--- config.mk ---
export PLATFORM = sky130hd
export DESIGN_NAME = axil_bram_reader_flat
export DESIGN_NICKNAME = d
export VERILOG_FILES = /design/src/rtl/axil_bram_reader_if.sv /design/src/rtl/axil_bram_reader.sv /design/src/flat_wrapper.sv
export SDC_FILE = /design/constraint.sdc
export NUM_CORES = 1
export LEC_CHECK = 0
export CAP_MARGIN = 5
export CORE_MARGIN = 2
export CORE_UTILIZATION = 25
export DETAILED_ROUTE_END_ITERATION = 12
export SLEW_MARGIN = 10
export SYNTH_ARGS = -nofsm -noshare
export SYNTH_HDL_FRONTEND = slang
export SYNTH_SLANG_ARGS = --single-unit
--- constraint.sdc ---
create_clock -name i_axi_clock -period 3.3 [get_ports i_axi_clock]
set_input_delay 0.495 -clock i_axi_clock [delete_from_list [all_inputs] [get_ports i_axi_clock]]
set_output_delay 0.495 -clock i_axi_clock [all_outputs]
set_load 0.005 [all_outputs]
--- src/rtl/axil_bram_reader_if.sv ---
// AXI-Lite read-channel bundle (AR + R) shared by the block copy master and its slave.
interface axil_bram_reader_if #(
  parameter int DATA_WIDTH     = 32,
  parameter int AXI_ADDR_WIDTH = 12
);
  logic [AXI_ADDR_WIDTH-1:0] araddr;
  logic [2:0]                arprot;
  logic                      arvalid;
  logic                      arready;
  logic [DATA_WIDTH-1:0]     rdata;
  logic [1:0]                rresp;
  logic                      rvalid;
  logic                      rready;

  modport master (
    output araddr, arprot, arvalid, rready,
    input  arready, rdata, rresp, rvalid
  );

  modport slave (
    input  araddr, arprot, arvalid, rready,
    output arready, rdata, rresp, rvalid
  );
endinterface

--- src/rtl/axil_bram_reader.sv ---
// AXI-Lite read master that copies word_count sequential words from an
// AXI-Lite slave into a local BRAM write port, one read outstanding at a time.
// Optional watchdog: define AXIL_READER_TIMEOUT_EN to abort a stalled AR/R
// phase after TIMEOUT cycles (err[1]); without it the block waits forever.
//
// state  | meaning
// -------+-----------------------------------------------------------
// S_IDLE | waiting for start; outputs quiet, status held
// S_AR   | arvalid high with a stable araddr until arready
// S_R    | rready high until rvalid; data captured for the BRAM write
// S_DONE | one-cycle done pulse (last bram_we lands here), then idle
module axil_bram_reader #(
  parameter int DATA_WIDTH      = 32,
  parameter int AXI_ADDR_WIDTH  = 12,
  parameter int BRAM_ADDR_WIDTH = 10,
  parameter int TIMEOUT         = 1024
) (
  input  logic                       i_axi_clock,
  input  logic                       i_rst_n,
  input  logic                       i_start,
  input  logic [AXI_ADDR_WIDTH-1:0]  i_base_addr,
  input  logic [BRAM_ADDR_WIDTH:0]   i_word_count,
  output logic                       o_busy,
  output logic                       o_done,
  output logic [1:0]                 o_err,
  axil_bram_reader_if.master         m_axil,
  output logic [BRAM_ADDR_WIDTH-1:0] o_bram_addr,
  output logic [DATA_WIDTH-1:0]      o_bram_din,
  output logic                       o_bram_we
);

  localparam int WCW = BRAM_ADDR_WIDTH + 1;
  localparam logic [AXI_ADDR_WIDTH-1:0] STEP       = AXI_ADDR_WIDTH'(DATA_WIDTH / 8);
  localparam logic [AXI_ADDR_WIDTH-1:0] ALIGN_MASK = AXI_ADDR_WIDTH'((DATA_WIDTH / 8) - 1);

  // The watchdog must be able to count at least one stalled cycle.
  if (TIMEOUT < 2) begin : g_bad_timeout
    $error("TIMEOUT must be at least 2");
  end

  typedef enum logic [1:0] {S_IDLE, S_AR, S_R, S_DONE} state_t;

  state_t                     r_state;
  logic [AXI_ADDR_WIDTH-1:0]  r_araddr;
  logic                       r_arvalid;
  logic                       r_rready;
  logic [WCW-1:0]             r_words;
  logic                       r_busy;
  logic                       r_done;
  logic [1:0]                 r_err;
  logic [BRAM_ADDR_WIDTH-1:0] r_bram_addr;
  logic [DATA_WIDTH-1:0]      r_bram_din;
  logic                       r_bram_we;
  logic                       w_rresp_bad;
  logic                       w_last_word;

`ifdef AXIL_READER_TIMEOUT_EN
  localparam int TO_W = $clog2(TIMEOUT + 1);
  localparam logic [TO_W-1:0] TO_LOAD = TO_W'(TIMEOUT - 1);
  logic [TO_W-1:0] r_to_cnt;
`endif

  assign w_rresp_bad = (m_axil.rresp != 2'b00);
  assign w_last_word = (r_words == WCW'(1));

  assign m_axil.araddr  = r_araddr;
  assign m_axil.arprot  = 3'b000;
  assign m_axil.arvalid = r_arvalid;
  assign m_axil.rready  = r_rready;

  assign o_busy      = r_busy;
  assign o_done      = r_done;
  assign o_err       = r_err;
  assign o_bram_addr = r_bram_addr;
  assign o_bram_din  = r_bram_din;
  assign o_bram_we   = r_bram_we;

  // Sequencer: state, handshake outputs, address/word counters and status.
  always_ff @(posedge i_axi_clock or negedge i_rst_n) begin
    if (!i_rst_n) begin
      r_state     <= S_IDLE;
      r_araddr    <= '0;
      r_arvalid   <= 1'b0;
      r_rready    <= 1'b0;
      r_words     <= '0;
      r_busy      <= 1'b0;
      r_done      <= 1'b0;
      r_err       <= 2'b00;
      r_bram_addr <= '0;
      r_bram_din  <= '0;
      r_bram_we   <= 1'b0;
`ifdef AXIL_READER_TIMEOUT_EN
      r_to_cnt    <= '0;
`endif
    end else begin
      r_done    <= 1'b0;
      r_bram_we <= 1'b0;
      // The write address moves on only after the word has been written,
      // so a full 2^BRAM_ADDR_WIDTH sweep wraps back to 0 after the last write.
      if (r_bram_we) begin
        r_bram_addr <= r_bram_addr + 1'b1;
      end

      case (r_state)
        S_IDLE: begin
          if (i_start) begin
            r_araddr    <= i_base_addr & ~ALIGN_MASK;
            r_words     <= i_word_count;
            r_err       <= 2'b00;
            r_bram_addr <= '0;
            r_busy      <= 1'b1;
`ifdef AXIL_READER_TIMEOUT_EN
            r_to_cnt    <= TO_LOAD;
`endif
            if (i_word_count == '0) begin
              r_state <= S_DONE;
              r_done  <= 1'b1;
            end else begin
              r_state   <= S_AR;
              r_arvalid <= 1'b1;
            end
          end
        end

        S_AR: begin
          if (m_axil.arready) begin
            r_arvalid <= 1'b0;
            r_rready  <= 1'b1;
            r_state   <= S_R;
`ifdef AXIL_READER_TIMEOUT_EN
            r_to_cnt  <= TO_LOAD;
`endif
          end
`ifdef AXIL_READER_TIMEOUT_EN
          else if (r_to_cnt == '0) begin
            r_arvalid <= 1'b0;
            r_err[1]  <= 1'b1;
            r_state   <= S_DONE;
            r_done    <= 1'b1;
          end else begin
            r_to_cnt <= r_to_cnt - 1'b1;
          end
`endif
        end

        S_R: begin
          if (m_axil.rvalid) begin
            r_rready   <= 1'b0;
            r_bram_din <= m_axil.rdata;
            r_bram_we  <= 1'b1;
            r_araddr   <= r_araddr + STEP;
            r_words    <= r_words - 1'b1;
`ifdef AXIL_READER_TIMEOUT_EN
            r_to_cnt   <= TO_LOAD;
`endif
            if (w_rresp_bad) begin
              r_err[0] <= 1'b1;
            end
            // An error response still stores its word but ends the sweep.
            if (w_rresp_bad || w_last_word) begin
              r_state <= S_DONE;
              r_done  <= 1'b1;
            end else begin
              r_state   <= S_AR;
              r_arvalid <= 1'b1;
            end
          end
`ifdef AXIL_READER_TIMEOUT_EN
          else if (r_to_cnt == '0) begin
            r_rready <= 1'b0;
            r_err[1] <= 1'b1;
            r_state  <= S_DONE;
            r_done   <= 1'b1;
          end else begin
            r_to_cnt <= r_to_cnt - 1'b1;
          end
`endif
        end

        S_DONE: begin
          r_busy  <= 1'b0;
          r_state <= S_IDLE;
        end

        default: begin
          r_state <= S_IDLE;
        end
      endcase
    end
  end

endmodule

--- src/flat_wrapper.sv ---
// flat-port wrapper written by rule: the top's interface ports become plain ports
module axil_bram_reader_flat 
#(
  parameter int DATA_WIDTH      = 32,
  parameter int AXI_ADDR_WIDTH  = 12,
  parameter int BRAM_ADDR_WIDTH = 10,
  parameter int TIMEOUT         = 1024
)
  (i_axi_clock, i_rst_n, i_start, i_base_addr, i_word_count, o_busy, o_done, o_err, o_bram_addr, o_bram_din, o_bram_we, m_axil_araddr, m_axil_arprot, m_axil_arvalid, m_axil_rready, m_axil_arready, m_axil_rdata, m_axil_rresp, m_axil_rvalid);
  axil_bram_reader_if #(.DATA_WIDTH(DATA_WIDTH), .AXI_ADDR_WIDTH(AXI_ADDR_WIDTH)) m_axil_i ();
  input  logic i_axi_clock;
  input  logic i_rst_n;
  input  logic i_start;
  input  logic [AXI_ADDR_WIDTH-1:0] i_base_addr;
  input  logic [BRAM_ADDR_WIDTH:0] i_word_count;
  output logic o_busy;
  output logic o_done;
  output logic [1:0] o_err;
  output logic [BRAM_ADDR_WIDTH-1:0] o_bram_addr;
  output logic [DATA_WIDTH-1:0] o_bram_din;
  output logic o_bram_we;
  output wire logic [$bits(m_axil_i.araddr)-1:0] m_axil_araddr;
  output wire logic [$bits(m_axil_i.arprot)-1:0] m_axil_arprot;
  output wire logic [$bits(m_axil_i.arvalid)-1:0] m_axil_arvalid;
  output wire logic [$bits(m_axil_i.rready)-1:0] m_axil_rready;
  input wire logic [$bits(m_axil_i.arready)-1:0] m_axil_arready;
  input wire logic [$bits(m_axil_i.rdata)-1:0] m_axil_rdata;
  input wire logic [$bits(m_axil_i.rresp)-1:0] m_axil_rresp;
  input wire logic [$bits(m_axil_i.rvalid)-1:0] m_axil_rvalid;
  assign m_axil_araddr = m_axil_i.araddr;
  assign m_axil_arprot = m_axil_i.arprot;
  assign m_axil_arvalid = m_axil_i.arvalid;
  assign m_axil_rready = m_axil_i.rready;
  assign m_axil_i.arready = m_axil_arready;
  assign m_axil_i.rdata = m_axil_rdata;
  assign m_axil_i.rresp = m_axil_rresp;
  assign m_axil_i.rvalid = m_axil_rvalid;
  axil_bram_reader #(.DATA_WIDTH(DATA_WIDTH), .AXI_ADDR_WIDTH(AXI_ADDR_WIDTH), .BRAM_ADDR_WIDTH(BRAM_ADDR_WIDTH), .TIMEOUT(TIMEOUT)) u_core (.i_axi_clock(i_axi_clock), .i_rst_n(i_rst_n), .i_start(i_start), .i_base_addr(i_base_addr), .i_word_count(i_word_count), .o_busy(o_busy), .o_done(o_done), .o_err(o_err), .m_axil(m_axil_i), .o_bram_addr(o_bram_addr), .o_bram_din(o_bram_din), .o_bram_we(o_bram_we));
endmodule
Word level (Yosys, flattened, before mapping)

Index checks and enable logic that the tools add are counted.

Add/subtract/negate cells: 3
Multipliers: 0
Divide/modulo/power cells: 0
Magnitude comparators: 0
Equality and inequality tests: 10
Shifts and indexed selects: 0
Mux-type cells: 37
Bitwise logic cells: 0
Reductions and logical operators: 15

Operator list:

| kind                    | count |
|---|---|
| $mux W10                | 3 |
| $mux W12                | 2 |
| $pmux W12 S2            | 1 |
| $mux W11                | 2 |
| $pmux W11 S2            | 1 |
| $mux W1                 | 17 |
| $add A12 B3 Y12 const B | 1 |
| $eq A11 B1 Y1 const B   | 1 |
| $logic_not A11 Y1       | 1 |
| $sub A11 B1 Y11 const B | 1 |
| $add A10 B1 Y10 const B | 1 |
| $mux W2                 | 5 |
| $ne A2 B2 Y1 const B    | 5 |
| $reduce_and A3 Y1       | 3 |
| $pmux W1 S2             | 4 |
| $pmux W2 S4             | 1 |
| $reduce_bool A2 Y1      | 4 |
| $reduce_and A6 Y1       | 1 |
| $eq A2 B2 Y1 const B    | 2 |
| $reduce_and A2 Y1       | 2 |
| $reduce_and A4 Y1       | 1 |
| $pmux W1 S3             | 1 |
| $reduce_bool A3 Y1      | 1 |
| $eq A2 B1 Y1 const B    | 1 |
| 3 further kinds         | 3 |

Register bits after elaboration: 73
Bits in latches: 0
Bits in writable memories: 0
ROM bits: 0
Logic and storage cells: 76
Memories kept: 0

Depth between registers and ports, before layout

Gate-level depths: netlist of run 1.

Depth in word-level cells: 5
Depth in mapped cells: 6
Gate-level depth less buffers: 6

Least setup slack after synthesis of run 1

OpenSTA, ideal clock, no wires.

Path kind: register to register
From: reg u_core.r_words[0]
To: reg u_core.r_words[10]
Setup time: 0.126 ns
Data arrival time: 1.529 ns
Required time: 3.174 ns
Path slack: 1.645 ns
Cell stages (with the launch flop): 7
Clock period less this slack: 1.655 ns
Path through: dfrtp_1 > inv_1 > ha_1 > nor3b_4 > nand3_2 > o32a_1 > o32a_1

Cells in the longest elaborated chain, start to end: 3

Ends and longest elaborated chain:

| item                     | line                    | RTL |
|---|---|---|
| start: declaration       | axil_bram_reader.sv:47  | `logic [WCW-1:0] r_words;` |
| start signal: assignment | axil_bram_reader.sv:108 | `r_words <= i_word_count;` |
| start signal: assignment | axil_bram_reader.sv:152 | `r_words <= r_words - 1'b1;` |
| $sub A11 B1 Y11          | axil_bram_reader.sv:152 |  |
| $mux W11                 | axil_bram_reader.sv:147 | `if (m_axil.rvalid) begin` |
| $pmux W11 S2             | axil_bram_reader.sv:104 | `case (r_state)` |

Every way passes these cells. The select of a mux whose other input is x is not followed.
A chain may end at the register's enable or synchronous reset.

Worst setup path after layout of run 1

From: reg u_core.r_state[1]
To: reg u_core.r_bram_din[11] (netlist: u_core.o_bram_din[11])

Cells in the longest elaborated chain, start to end: 2

Ends and longest elaborated chain:

| item                               | line                    | RTL |
|---|---|---|
| start: declaration                 | axil_bram_reader.sv:43  | `state_t r_state;` |
| start signal: assignment           | axil_bram_reader.sv:81  | `r_state <= S_IDLE;` |
| start signal: assignment           | axil_bram_reader.sv:116 | `r_state <= S_DONE;` |
| start signal: assignment           | axil_bram_reader.sv:119 | `r_state <= S_AR;` |
| $eq A2 B2 Y1                       | axil_bram_reader.sv:104 |  |
| $reduce_and A2 Y1 (no source line) | --                      |  |
| end signal: assignment             | axil_bram_reader.sv:149 | `r_bram_din <= m_axil.rdata;` |
| end: declaration                   | axil_bram_reader.sv:52  | `logic [DATA_WIDTH-1:0] r_bram_din;` |

Every way passes these cells.

==> results of run 1 <==
## how the worst max path moves through the flow
stage	from	slack [ns]	to	cells after the start
2_1_floorplan	u_core.r_words[0]$_DFFE_PN0P_	1.64	u_core.r_words[10]$_DFFE_PN0P_	6
3_3_place_gp	i_start	0.96	u_core.m_axil.araddr[7]$_DFFE_PN0P_	6
3_5_place_dp	i_start	0.91	u_core.m_axil.araddr[7]$_DFFE_PN0P_	6
4_1_cts	u_core.r_state[1]$_DFFE_PN0P_	0.94	u_core.o_bram_din[11]$_DFFE_PN0P_	5
5_1_grt	u_core.r_state[1]$_DFFE_PN0P_	0.80	u_core.o_bram_din[21]$_DFFE_PN0P_	5
6_report	u_core.r_state[1]$_DFFE_PN0P_	0.98	u_core.o_bram_din[11]$_DFFE_PN0P_	5
## power breakdown
group,switching [uW],internal [uW]
Clock,359,621
Sequential,338,1250
Combinational,679,1010
## per-stage QoR
step	hold slack, ns	power (uW)	utilization [%]	worst slack, ns	std cells
6_report	0.380	4250	37.7	0.978	614
4_1_cts	0.433	4310	37.7	0.939	614
2_1_floorplan	0.199	2410	-	1.64	325
5_1_grt	0.483	4560	37.7	0.796	614
3_3_place_gp	0.488	3250	35.5	0.956	599
3_5_place_dp	0.487	3300	35.5	0.912	599
## logic make-up after synthesis
kind of cell / synth area share, %
simple gates: 13.0
compound gates: 14.0
flops: 51.9
mux: 11.7
buf+inv: 5.52
xor+xnor: 2.30
fa+ha+maj: 1.46
other cells: 0.110
## layout make-up
cell class | instances | area share [%]
flip-flops and latches | 71 | 35.4
inverters | 11 | 0.823
repair buffers | 122 | 24.0
well taps | 176 | 4.39
clock buffers | 12 | 5.11
clock inverters | 3 | 0.848
multi-input cells | 219 | 29.4
## worst max-delay path, delay by kind of cell, from the launching register on
kind / cells / cell delay [ns]
buffers and inverters: 2 / 0.85
flip-flops: 1 / 0.54
multiplexers: 1 / 0.41
AND/OR/NAND/NOR: 2 / 0.38
## Yosys cell counts (2+ instances only)
library cell / n
dfrtp_1: 71
a22oi_1: 3
xnor2_1: 5
o21ai_1: 2
a21o_1: 2
buf_2: 10
mux2i_1: 4
and3_1: 3
or3_1: 3
mux2_2: 32
nand3_1: 5
o2bb2ai_1: 4
xor2_1: 4
inv_1: 10
o32ai_1: 2
nor4_1: 7
o31ai_1: 3
or4_1: 2
buf_4: 10
a2bb2oi_1: 2
o32a_1: 2
ha_1: 4
nand2_1: 20
o22ai_1: 3
nor3_1: 8
o21ai_0: 22
nand4_1: 5
nor2_1: 24
clkbuf_1: 3
a21oi_1: 25
nand2b_1: 2
## placed cells by master (no fill, tap or decap), drive strengths merged, types with 4 or more instances in the layout
| cell | count |
|---|---|
| mux2 | 32 |
| nor4 | 7 |
| o21ai | 24 |
| nand4 | 5 |
| mux2i | 4 |
| clkbuf | 12 |
| inv | 11 |
| nor3 | 8 |
| conb | 6 |
| xor2 | 4 |
| buf | 6 |
| xnor2 | 5 |
| nor2 | 24 |
| clkdlybuf4s50 | 116 |
| a21oi | 26 |
| dfrtp | 71 |
| o2bb2ai | 4 |
| ha | 4 |
| nand3 | 6 |
| nand2 | 20 |
## layer usage
metal  GRT usage, %  up-vias
li1               -     1369
met1           15.7     1427
met2           20.8       72
met3           2.77        9
met4           6.25        0
met5              0        -
## state kept, by name (all words and copies together), names as in the netlist
register	count
u_core.m_axil.arvalid	1
u_core.o_busy	1
u_core.m_axil.rready	1
u_core.o_bram_din	32
u_core.r_state	2
u_core.o_done	1
u_core.o_bram_addr	10
u_core.o_err	1
u_core.o_bram_we	1
u_core.r_words	11
u_core.m_axil.araddr	10
==> results.ini, run 1 <==
[die]
fp.dieW_um=121
design.die.area_sq_um=14600
start_util_pct=25.7
boundaryPins=126
core_area_sq_um=13300
rows=42
die_y_um=121

[placed_design]
hpwl_um=6440
place_area_sq_um=4720
gp_congestion=0.818
port_buffers=117

[global_route]
grt_pass1_vias=2944
grt_pass1_wl_um=14600
grt_overflow=0
grt_max_degree=72
grt_usage_pct=12.7
antenna_found_initial=0

[synth]
ys.warnings.count=0
ys.flop_type=dfrtp_1
avgSynthCellArea_sq_um=10.7
syn-cell-area_sq_um=3420
yosys.area.top_type=dfrtp_1
synth.top_cell.area_share_pct=51.9
synth_edf_count=0
ys_seq_area_share_pct=51.9
netlist_instances=320
synth.area.top_cells=dfrtp_1 52%, mux2_2 11%, a21oi_1 3.7%, o21ai_0 3.2%, nor2_1 2.6%
synth_cell_types=49
ys_ff_latch=71
async_flop_share_pct=100

[setup_path]
crit_chain=nor2b_2 -> buf_4 -> nand2_1 -> inv_2 -> mux2_2
end_kind=register
max_stage_delay_ns=0.55
cp-start-kind=register
worst-r2r-cell-count=5
required_ns=3.52
crit_arrival_ns=2.54
reg2reg_to=u_core.o_bram_din[11]$_DFFE_PN0P_
rrSetupSlack_ns=0.98
critPathMaxFanout=33
critical_path.slowest_cell=inv_2
crit_type=register to register
crit-reg2reg-launch=u_core.r_state[1]$_DFFE_PN0P_

[finish]
diodes=0
fillCellCount=1311
multi_input_area_sq_um=1480
regArea_sq_um=1780
area_delta_synth_final_pct=46.7
finalNetCount=500
drive_gt1_share_pct=13.2
final_area_sq_um=5020

[drt]
drc=0
postRouteAntennaNets=0
drt-met1-wl_um=3870
wl_per_cell_um=14.7
dr.pass1.iters=4
top_layer=met4
dr_wl_met3_um=437
wl_met2_um=4620
wirelength_um=9050
dr.first_iter.drc_count=239
routed_via_density=4.69
vias=2877

[run_status]
status=complete, no violations

[power_and_ir_drop]
vdd_ir_drop_max_mv=0.256
power_density_nw_per_um2=847
power.leakage_uw=0.00201

[clocking]
cts_max_path_buffers=2
cts_buffers=9
postCtsSetupRepairBufs=0
ctsResizeCount=0
hold_buffers=0
cts_tree=yes
h-tree-depth=3
cts-root-buf=clkbuf_16
cts.sinks=71
clkLatencyLatePin_ns=0.33
clk_pin_slew_ns=0.06

[timing]
clock_skew_ns=0.00419
finalHoldViolCount=0
fin_crit_sh_pct=70.4
layout_min_cycle_time_ns=2.32
timing.slew.headroom_pct=38.1
worstMarginPinSlew_ns=0.928
slew_viol_final=0
fmax_ghz=0.431
rsz0062_at_grt=false
setup_viol=0
fin_tns_setup_ns=0

[run]
drv_cap=0

[worst_hold_path]
hold_class=input pin to asynchronous set/reset pin

Note: power is estimated with default switching activity, not from simulation.
==> run 2: changes to the inputs <==
clock period = 2.18 ns   (was 3.3 ns; I/O delays follow)
==> run 2 against run 1 <==
Against the previous run:
- clock skew is 0.0018 ns higher
- worst hold slack worse by 0.36 ns
- flip-flop and latch count stayed put
- largest cell class unchanged
==> results.ini, run 2 (synthesis results as in run 1) <==
[run_status]
status=complete, no violations

[timing]
slew_viol_final=0
rsz0062_at_grt=false
setup_viol=0
layout_min_cycle_time_ns=1.76
clock_skew_ns=0.00596
finalHoldViolCount=0
fmax_ghz=0.569
fin_crit_sh_pct=80.6
fin_tns_setup_ns=0
hold_slack_ns=0.0200

[finish]
largest_reg_flops=32
final_area_sq_um=5110
final_common_cell=clkdlybuf4s50_1
fillCellCount=1308
drive_gt1_share_pct=14.0
layout.cells.non_filler=618
finalNetCount=504
final_cell_mix=116 x clkdlybuf4s50_1, 71 x dfrtp_1, 32 x mux2_2
diodes=0
area_delta_synth_final_pct=49.4
post-route-util_pct=38.5

[die]
core_area_sq_um=13300
start_util_pct=25.7
rows=42
design.die.area_sq_um=14600
boundaryPins=126
die_y_um=121
fp.dieW_um=121

[power_and_ir_drop]
p_int_uw=4520
clkPwrFrac_pct=23.7
pwr-share-seq_pct=36.0
power_density_nw_per_um2=1300
combPwrFrac_pct=40.3
vdd_ir_drop_max_mv=0.525
swShare_pct=31.9
power.leakage_uw=0.00206
p_sw_uw=2110

[clocking]
cts.sinks=71
cts-root-buf=clkbuf_16
postCtsSetupRepairBufs=0
cts_buffers=9
hold_buffers=0
cts_tree=yes
clk_pin_slew_ns=0.06
clkLatencyLatePin_ns=0.34
h-tree-depth=3
cts_max_path_buffers=2
ctsResizeCount=0

[global_route]
grt_pass1_wl_um=14900
grt_usage_pct=13.1
antenna_found_initial=0
grt_overflow=0
grt_pass1_vias=2908
grt_max_degree=72

[drt]
wirelength_um=9250
vias=2911
dr.pass1.iters=4
dr.first_iter.drc_count=159
drc=0
postRouteAntennaNets=0
routed_via_density=4.71
wl_per_cell_um=15.0

[setup_path]
crit_arrival_ns=1.97
critical_path.slowest_cell=dfrtp_1
end_kind=register
crit_type=register to register
critPathBufInv=0
crit_chain=nand2b_4 -> a21o_1 -> nor2_1 -> o32a_1
critPathMaxFanout=12
max_stage_delay_ns=0.56
required_ns=2.40
cp-start-kind=register
critPathTopFamily=compound AO/OA/AOI/OAI gates

[placed_design]
place_area_sq_um=4800
hpwl_um=6610
port_buffers=117
dp_cells=603
gp_congestion=0.807

[worst_hold_path]
hold_class=input pin to asynchronous set/reset pin

[run]
drv_cap=0

[run 2: per-layer routing]
metal	up-vias	global-route usage [%]	wire length [um]
li1	1383	-	-
met1	1456	16.3	4030
met2	62	20.9	4670
met3	10	3.85	364
met4	0	5.67	176
met5	-	0	0
[run 2: path summary, 6_finish.rpt]
kind                            cells after the start                     startpoint                                    to  slack, ns
worst min-delay path                                2                        i_rst_n      u_core.o_bram_din[7]$_DFFE_PN0P_       0.02
max in group asynchronous                           2                        i_rst_n  u_core.m_axil.araddr[10]$_DFFE_PN0P_       1.86
worst max register to register                      4  u_core.r_state[1]$_DFFE_PN0P_        u_core.r_words[10]$_DFFE_PN0P_       0.42
min in group i_axi_clock                            2    u_core.o_err[0]$_DFFE_PN0P_           u_core.o_err[0]$_DFFE_PN0P_       0.50
worst max-delay path                                4  u_core.r_state[1]$_DFFE_PN0P_        u_core.r_words[10]$_DFFE_PN0P_       0.42
worst min register to register                      2    u_core.o_err[0]$_DFFE_PN0P_           u_core.o_err[0]$_DFFE_PN0P_       0.50
[run 2: power groups by stage]
stage                     Clock, uW  Combinational (uW)  Sequential [uW]
after floorplan                   0                1310             2330
after global placement            0                2640             2380
after detailed placement          0                2700             2410
after CTS                      1610                2710             2390
after global routing           1670                2930             2490
final                          1570                2670             2390
[run 2: layout make-up]
class / instances / area (sq um) / area share [%]
tap: 176 / 220 / 4.31
multi-input combinational: 219 / 1480 / 28.9
timing repair buffer: 126 / 1280 / 25.1
clock buffer: 11 / 243 / 4.75
inverter: 11 / 41.3 / 0.808
sequential: 71 / 1780 / 34.8
clock inverter: 4 / 70.1 / 1.37
[run 2: metrics by stage]
step | setup WS, ns | total power [uW]
detailed placement | 0.200 | 5100
CTS | 0.430 | 6720
global placement | 0.195 | 5020
floorplan | 0.525 | 3640
global route | 0.188 | 7090
finish | 0.423 | 6640
==> run 3: changes to the inputs <==
clock period = 1.7 ns   (was 2.18 ns; I/O delays follow)
==> run 3 against run 2 <==
Against the previous run:
- maximum frequency increased by 7.7%
- setup slack worse by 0.36 ns
- final area up 3.5%
- final cell count is 4.2% higher
- global-route usage barely moved
- non-clock buffer count grew 25
- worst hold slack better by 0.47 ns
- register-to-register slack worse by 0.36 ns
- utilization increased by 1.3 points
- via count grew 2.9%
- largest cell class unchanged
==> results.ini, run 3 (synthesis results as in run 1) <==
[power_and_ir_drop]
p_int_uw=5770
pwr-share-seq_pct=35.5
combPwrFrac_pct=43.0
power.leakage_uw=0.00216
swShare_pct=32.4
vdd_ir_drop_max_mv=0.564
power_density_nw_per_um2=1610
power_uw=8540
clkPwrFrac_pct=21.4
p_sw_uw=2770

[drt]
dr.first_iter.drc_count=207
wl_per_cell_um=14.5
wirelength_um=9350
postRouteAntennaNets=0
routed_via_density=4.65
dr.pass1.iters=6
vias=2996
drc=0

[timing]
slew_viol_final=0
clock_skew_ns=0.00489
fmax_ghz=0.613
finalHoldViolCount=0
rsz0062_at_grt=false
setup_slack_ns=0.0676
fin_crit_sh_pct=96.0
setup_viol=0
layout_min_cycle_time_ns=1.63

[finish]
fillCellCount=1282
finalNetCount=529
largest_reg_flops=32
regArea_sq_um=1780
final_cell_mix=116 x clkdlybuf4s50_1, 69 x dfrtp_1, 32 x mux2_2
area_delta_synth_final_pct=54.6
drive_gt1_share_pct=19.4
multi_input_area_sq_um=1480
final_common_cell=clkdlybuf4s50_1
diodes=0

[die]
core_area_sq_um=13300
rows=42
boundaryPins=126
die_y_um=121
design.die.area_sq_um=14600
fp.dieW_um=121
start_util_pct=25.7

[setup_path]
cp-start-kind=register
required_ns=1.92
critical_path.slowest_cell=dfrtp_1
rrSetupSlack_ns=0.07
max_stage_delay_ns=0.42
crit_arrival_ns=1.85
crit_path_frequent_cell=o32a_1
crit_type=register to register
crit_chain=inv_1 -> ha_2 -> nor3b_4 -> nand3_2 -> o32a_1 -> o32a_1
end_kind=register
critPathMaxFanout=5

[clocking]
clkLatencyLatePin_ns=0.33
cts-root-buf=clkbuf_16
cts_tree=yes
clk_pin_slew_ns=0.06
cts.sinks=71
cts_buffers=9
postCtsSetupRepairBufs=0
cts_max_path_buffers=2
h-tree-depth=3

[global_route]
grt_usage_pct=13.1
grt_max_degree=72
grt_overflow=0
grt_pass1_wl_um=15200
antenna_found_initial=0
grt_pass1_vias=3009

[placed_design]
port_buffers=117
gp_congestion=0.823
post-place-ws_ns=-0.113
hpwl_um=6740

[run]
drv_cap=0

[worst_hold_path]
hold_class=input pin to asynchronous set/reset pin

[run_status]
status=complete, no violations

[run 3: repair_timing]
item	CTS	global route
gates resized for setup	1	2
hold buffers	1	0
setup endpoints to repair	7	2
endpoints found under the hold margin	71	0
[run 3: power groups by stage]
stage	registers [uW]	logic [uW]	clock network, uW
final	3030	3670	1830
after global routing	3150	4020	1960
after CTS	3040	3720	1890
after detailed placement	3050	3700	0
after global placement	3010	3640	0
after floorplan	2990	1680	0
[run 3: path summary, 6_finish.rpt]
kind	from	end	cells after the start
min in group i_axi_clock	u_core.o_bram_din[26]$_DFFE_PN0P_	u_core.o_bram_din[26]$_DFFE_PN0P_	1
max in group asynchronous	i_rst_n	u_core.m_axil.araddr[3]$_DFFE_PN0P_	3
max	u_core.r_words[1]$_DFFE_PN0P_	u_core.r_words[10]$_DFFE_PN0P_	6
min	i_rst_n	u_core.o_bram_din[0]$_DFFE_PN0P_	3
min reg2reg	u_core.o_bram_din[26]$_DFFE_PN0P_	u_core.o_bram_din[26]$_DFFE_PN0P_	1
max reg2reg	u_core.r_words[1]$_DFFE_PN0P_	u_core.r_words[10]$_DFFE_PN0P_	6
[run 3: cell type report]
class	instances	area share (%)
Clock inverter	4	0.544
Multi-Input combinational cell	219	28.0
Clock buffer	12	5.04
Inverter	11	0.781
Timing Repair Buffer	151	27.9
Sequential cell	71	33.6
Tap cell	176	4.16
[run 3: worst max-delay path, delay by kind of cell (launching register included)]
| family | cells | cell delay [ns] |
|---|---|---|
| compound gates | 2 | 0.50 |
| flops | 1 | 0.42 |
| simple gates | 2 | 0.32 |
| fa+ha+maj | 1 | 0.19 |
| buf+inv | 1 | 0.10 |
[run 3: layer usage]
layer / global-route usage, % / up-vias / wire, um
li1: - / 1428 / -
met1: 17.2 / 1492 / 4190
met2: 20.8 / 67 / 4640
met3: 2.54 / 9 / 399
met4: 5.89 / 0 / 119
met5: 0 / - / 0
[run 3: through the flow]
stage	TNS (ns)	instance area (sq um)	util (%)	hold slack [ns]	cells
3_5_place_dp	-0.968	4980	37.5	0.327	627
4_1_cts	0	5290	39.8	0.496	644
2_1_floorplan	0	3440	-	-0.0406	325
3_3_place_gp	-0.645	4980	37.5	0.323	627
6_report	0	5290	39.8	0.485	644
5_1_grt	0	5290	39.8	0.508	644
